[src/rtl/simple_merger.sv]
// rtl/simple_merger.sv - four-input round-robin merger with registered output stage
// Build option: SIMPLE_MERGER_FIXED_PRIO_EN selects fixed priority (port 0 highest).
module simple_merger #(
    parameter int DATA_WIDTH = 32
) (
    input  logic                  clk,
    input  logic                  resetn,
    input  logic [DATA_WIDTH-1:0] din0,
    input  logic [DATA_WIDTH-1:0] din1,
    input  logic [DATA_WIDTH-1:0] din2,
    input  logic [DATA_WIDTH-1:0] din3,
    input  logic [3:0]            din_valid,
    output logic [3:0]            din_ready,
    output logic [DATA_WIDTH-1:0] dout,
    output logic [1:0]            dout_src,
    output logic                  dout_valid,
    input  logic                  dout_ready,
    output logic [15:0]           xfer_count
);

    logic [DATA_WIDTH-1:0] dout_q, dout_d;
    logic [1:0]            dout_src_q, dout_src_d;
    logic                  dout_valid_q, dout_valid_d;
    logic [15:0]           xfer_count_q, xfer_count_d;

    logic                  load;
    logic                  any_grant;
    logic [1:0]            grant_idx;
    logic [3:0]            grant;
    logic                  xfer;
    logic [DATA_WIDTH-1:0] sel_data;

`ifdef SIMPLE_MERGER_FIXED_PRIO_EN
    always_comb begin
        grant_idx = 2'd0;
        any_grant = |din_valid;
        for (int k = 3; k >= 0; k--) begin
            if (din_valid[k]) begin
                grant_idx = 2'(k);
            end
        end
    end
`else
    logic [1:0] last_q, last_d;
    logic [1:0] rr_idx;

    // Search starts just after the last granted port and wraps back to it.
    always_comb begin
        grant_idx = last_q;
        any_grant = 1'b0;
        rr_idx    = last_q;
        for (int k = 1; k < 5; k++) begin
            rr_idx = last_q + 2'(k);
            if (!any_grant && din_valid[rr_idx]) begin
                any_grant = 1'b1;
                grant_idx = rr_idx;
            end
        end
    end

    always_comb begin
        last_d = last_q;
        if (xfer) begin
            last_d = grant_idx;
        end
    end

    always_ff @(posedge clk) begin
        if (!resetn) begin
            last_q <= 2'd3;
        end else begin
            last_q <= last_d;
        end
    end
`endif

    always_comb begin
        grant = 4'b0000;
        if (any_grant) begin
            grant = 4'b0001 << grant_idx;
        end
    end

    assign load      = ~dout_valid_q | dout_ready;
    assign din_ready = resetn ? (grant & {4{load}}) : 4'b0000;
    assign xfer      = |(din_valid & din_ready);

    always_comb begin
        case (grant_idx)
            2'd0:    sel_data = din0;
            2'd1:    sel_data = din1;
            2'd2:    sel_data = din2;
            default: sel_data = din3;
        endcase
    end

    always_comb begin
        dout_d       = dout_q;
        dout_src_d   = dout_src_q;
        dout_valid_d = dout_valid_q;
        xfer_count_d = xfer_count_q;
        if (xfer) begin
            dout_d       = sel_data;
            dout_src_d   = grant_idx;
            dout_valid_d = 1'b1;
            if (xfer_count_q != 16'hFFFF) begin
                xfer_count_d = xfer_count_q + 16'd1;
            end
        end else if (dout_ready) begin
            dout_valid_d = 1'b0;
        end
    end

    always_ff @(posedge clk) begin
        if (!resetn) begin
            dout_q       <= '0;
            dout_src_q   <= 2'd0;
            dout_valid_q <= 1'b0;
            xfer_count_q <= 16'd0;
        end else begin
            dout_q       <= dout_d;
            dout_src_q   <= dout_src_d;
            dout_valid_q <= dout_valid_d;
            xfer_count_q <= xfer_count_d;
        end
    end

    assign dout       = dout_q;
    assign dout_src   = dout_src_q;
    assign dout_valid = dout_valid_q;
    assign xfer_count = xfer_count_q;

endmodule

[config.mk]
export PLATFORM = sky130hd
export DESIGN_NAME = simple_merger
export DESIGN_NICKNAME = d
export VERILOG_FILES = /design/src/rtl/simple_merger.sv
export SDC_FILE = /design/constraint.sdc
export NUM_CORES = 1
export LEC_CHECK = 0
export ABC_AREA = 1
export CAP_MARGIN = 0
export CORE_MARGIN = 5
export CORE_UTILIZATION = 43
export DETAILED_ROUTE_END_ITERATION = 10
export PLACE_DENSITY = 0.87
export SETUP_SLACK_MARGIN = 0.15
export SLEW_MARGIN = 40
export SYNTH_ARGS = -nofsm -noshare
export SYNTH_HDL_FRONTEND = slang
export SYNTH_SLANG_ARGS = --single-unit
[constraint.sdc]
create_clock -name clk -period 4.6 [get_ports clk]
set_input_delay 0.92 -clock clk [delete_from_list [all_inputs] [get_ports clk]]
set_output_delay 0.92 -clock clk [all_outputs]
set_load 0.01 [all_outputs]
==> tab_implementation.tex <==
\begin{tabular}{lr}
\hline
Metric & Value \\
\hline
\multicolumn{2}{l}{\textbf{Final layout}} \\
Synth-to-layout area growth & 53.7\% \\
Area of combinational cells with multiple inputs & 2120 sq um \\
Sequential Area & 1060 sq um \\
Layout cell share with drive strength beyond 1 & about 4.7\% \\
Antenna diode count & 0 \\
Fill count & about 720 \\
Number of nets in the final layout & about 870 \\
Most frequent standard cell in the layout excluding fill and tap cells & sky130\_fd\_sc\_hd\_\_clkdlybuf4s50\_1 \\
Highest-count cells in the layout ignoring fill and taps & 189 x sky130\_fd\_sc\_hd\_\_clkdlybuf4s50\_1, 140 x sky130\_fd\_sc\_hd\_\_nand3\_1, 131 x sky130\_fd\_sc\_hd\_\_nand2\_1 \\
\multicolumn{2}{l}{\textbf{Yosys}} \\
Average footprint of a synthesized cell & just over 6 sq um \\
Synth async-reset ratio & 0\% \\
Post-Syn Nets & 707 \\
Count of synthesis-stage warnings from yosys & 0 \\
Sequential element share of the synthesized area & roughly 30\% \\
Flip-flop cell with the highest count after synthesis & sky130\_fd\_sc\_hd\_\_dfxtp\_1 \\
Synth area leaders & sky130\_fd\_sc\_hd\_\_dfxtp\_1 30\%, sky130\_fd\_sc\_hd\_\_nand3\_1 20\%, sky130\_fd\_sc\_hd\_\_nand2\_1 14\% \\
Post-synth top area cell & sky130\_fd\_sc\_hd\_\_dfxtp\_1 \\
Synth Cell Area & around 3500 sq um \\
Area share of the leading cell type in the synthesized netlist & 29.9\% \\
Number of different library cells in the post-synthesis netlist & 31 \\
Number of synthesized register bits & 53 \\
Number of synthesized flops with an enable pin & 0 \\
Count of mapped cells out of synthesis & between 500 and 600 \\
\multicolumn{2}{l}{\textbf{Clock tree}} \\
CTS tree & yes \\
Clock-pin slew on the worst setup and hold paths & 0.09 ns \\
H-tree lvl count & 2 \\
Insertion delay of the later-clocked pin in the worst-skew pair & 0.30 ns \\
Cell chosen for the clock root & sky130\_fd\_sc\_hd\_\_clkbuf\_8 \\
Count of clock tree sinks & 53 \\
Number of buffers between clock root and the deepest sink & 2 \\
Clock buffers created by TritonCTS & 5 \\
Hold-fix buffer count after cts & 0 \\
Post-CTS resize count & 0 \\
Post CTS Setup Buffer Count & 0 \\
\multicolumn{2}{l}{\textbf{Worst setup path}} \\
Data required time at the worst endpoint & between 3 and 4 ns \\
Critical register-to-register path endpoint & dout[11] \\
Cell breakdown of the critical path & clkdlybuf4s50\_1 -> nand2\_1 -> nand2\_1 -> nand2\_1 -> nand2\_1 -> nand3\_2 -> nand2\_1 -> nand2\_2 -> nor3\_1 -> clkdlybuf4s50\_1 \\
CP endpoint kind & output port \\
Critical path peak fanout & 11 \\
Worst-path cell with the longest stage delay & sky130\_fd\_sc\_hd\_\_clkdlybuf4s50\_1 \\
Data arrival time of the critical path & 3.21 ns \\
Cell repeated most along the worst path & sky130\_fd\_sc\_hd\_\_nand2\_1 \\
Critical path class & input pin to output port \\
Sort of element at the start of the critical path & input pin \\
Number of cell instances on the worst register-to-register path & 13 \\
Setup slack of the most critical reg-to-reg path & about 1.6 ns \\
Critical path's largest stage delay & a little under 0.6 ns \\
Crit Reg-Reg Startpoint & last\_q[0] \\
\multicolumn{2}{l}{\textbf{Drt}} \\
Total length of routed met2 wires & 6420 um \\
Post-Route M1 WL & 4640 um \\
Vias & approximately 4500 \\
Avg WL per Cell & roughly 15 um \\
Met3 wire len & 1110 um \\
Number of nets still failing antenna checks after routing & 0 \\
Detailed Routing Iterations Pass 1 & 5 \\
Uppermost routed layer & met4 \\
Total wire length & 12600 um \\
DRT iter0 DRCs & 230 \\
DRC Markers & 0 \\
Mean number of vias per cell & 5.36 \\
\multicolumn{2}{l}{\textbf{Global routing}} \\
Initial antenna violation count & 0 \\
Via count of the first global-routing pass & 4366 \\
Gr ovfl total & 0 \\
GRT Util Overall & roughly a quarter \\
Global-route wire length before repair & 19700 um \\
Largest net degree at the start of global routing & 60 \\
\multicolumn{2}{l}{\textbf{Pwr}} \\
Clk network pwr share & 9.7\% \\
Peak supply drop & about 260 uV \\
Net Sw Power & 1.32 mW \\
Sequential cell fraction of total power & a little under a quarter \\
Static power due to leakage & between 2 and 2.5 nW \\
Combinational fraction of design power & 66.9\% \\
Power density of the placed cells & 487 nW/um\^{}2 \\
Net switching share of the total power & approximately 50\% \\
Internal power component & 1.34 mW \\
\multicolumn{2}{l}{\textbf{Job}} \\
Maximum capacitance violations & 0 \\
\multicolumn{2}{l}{\textbf{Place}} \\
Port-buffer cells & 189 \\
Routability-driven placement congestion ratio & approximately 0.95 \\
HPWL after detailed placement & about 9900 um \\
\multicolumn{2}{l}{\textbf{Timing}} \\
Final cycle utilization of the critical path & between 80\% and 90\% \\
Worst hold slack across all endpoints & 0.500 ns \\
Final setup TNS & 0 ns \\
Worst max-slew margin expressed relative to the limit & 51.3\% \\
Unrepaired setup endpoints after global routing & no \\
Slew of the pin with the lowest slew margin & $\sim$0.73 ns \\
Count of endpoints failing hold in the final timing report & 0 \\
Fin crit period & 4.13 ns \\
Fmax & 242 MHz \\
Final setup fails & 0 \\
Number of max-slew violations in the final report & 0 \\
Worst Clk Skew & just under 0.003 ns \\
\multicolumn{2}{l}{\textbf{Min path}} \\
Hold depth & 2 \\
Endpoint, Worst Hold & dout\_src[0] \\
Min-Delay Path Class & flip-flop to flip-flop \\
HP Start & dout\_src[0] \\
\multicolumn{2}{l}{\textbf{Floorplan}} \\
Ports placed on the boundary & 190 \\
FP Rows & 33 \\
Std-Cell Core Area & 8130 sq um \\
DIE WIDTH & between 100 and 150 um \\
Starting density of the core & $\sim$44\% \\
Die area & 10200 sq um \\
Die height & 101 um \\
\multicolumn{2}{l}{\textbf{Run status}} \\
Result of the run & complete, no violations \\
\hline
\end{tabular}
-- worst max-delay path: cells and delay by family --
| kind | cells | cell delay (ns) |
|---|---|---|
| AND/OR/NAND/NOR | 8 | 1.24 |
| buffers and inverters | 2 | 1.05 |
-- logic make-up after synthesis --
kind of cell / Yosys count / share of synthesized area, %
xor+xnor: 6 / 1.48
simple gates: 389 / 49.1
compound gates: 59 / 8.89
fa+ha+maj: 1 / 0.353
buf+inv: 63 / 10.3
flops: 53 / 29.9
-- final cells by class --
class                   instances  area share (%)
clock buffers                   5            1.26
clock inverters                 3           0.321
inverters                      26            1.84
multi-input cells             455            38.9
flip-flops and latches         53            19.5
well taps                     105            2.41
repair buffers                195            35.8
-- power groups by stage --
stage	Clock [mW]	Combinational [mW]	Sequential, mW
2_1_floorplan	0	1.28	0.659
3_3_place_gp	0	1.72	0.624
3_5_place_dp	0	1.78	0.630
4_1_cts	0.262	1.78	0.620
5_1_grt	0.282	1.97	0.635
6_report	0.258	1.78	0.620
-- Yosys cell counts, types with 2 or more instances --
library cell and n:
sky130_fd_sc_hd__a21oi_1 14, sky130_fd_sc_hd__buf_2 13, sky130_fd_sc_hd__buf_4 3, sky130_fd_sc_hd__buf_6 13, sky130_fd_sc_hd__clkbuf_1 8, sky130_fd_sc_hd__dfxtp_1 53, sky130_fd_sc_hd__inv_1 22, sky130_fd_sc_hd__inv_2 3
sky130_fd_sc_hd__nand2_1 131, sky130_fd_sc_hd__nand2_2 10, sky130_fd_sc_hd__nand3_1 140, sky130_fd_sc_hd__nand3_2 3, sky130_fd_sc_hd__nand3b_1 2, sky130_fd_sc_hd__nand4_1 6, sky130_fd_sc_hd__nor2_1 83, sky130_fd_sc_hd__nor3_1 8
sky130_fd_sc_hd__nor4_1 2, sky130_fd_sc_hd__o211ai_1 2, sky130_fd_sc_hd__o21ai_0 38, sky130_fd_sc_hd__o21ai_1 2, sky130_fd_sc_hd__xnor2_1 2, sky130_fd_sc_hd__xor2_1 4
-- per-stage QoR --
stage               cells  total power [mW]  util [%]  cell area, sq um  worst slack (ns)
global route          842              2.89      67.0              5450             0.390
global placement      834              2.35      65.9              5360             0.619
finish                842              2.66      67.0              5450             0.468
detailed placement    834              2.41      65.9              5360             0.486
CTS                   842              2.66      67.0              5450             0.481
floorplan             571              1.94         -              3550              1.53
-- layer usage --
metal  track usage (%)  vias up
li1                  -     2225
met1              26.3     2016
met2              43.0      226
met3              6.02       45
met4              9.84        0
met5                 0        -
-- sequential cells by signal (all words and copies together), names as in the netlist --
name        flops
xfer_count     16
dout           32
dout_src        2
dout_valid      1
last_q          2
-- how the worst max path moves through the flow --
stage	from	endpoint	slack, ns	cells past startpoint
floorplan	din_valid[2]	din_ready[1]	1.53	10
global placement	din_valid[2]	din_ready[0]	0.62	10
detailed placement	din_valid[2]	din_ready[0]	0.49	10
CTS	din_valid[2]	din_ready[0]	0.48	10
global route	din_valid[2]	din_ready[0]	0.39	10
finish	din_valid[2]	din_ready[0]	0.47	10
Note: power is estimated with default switching activity, not from simulation.
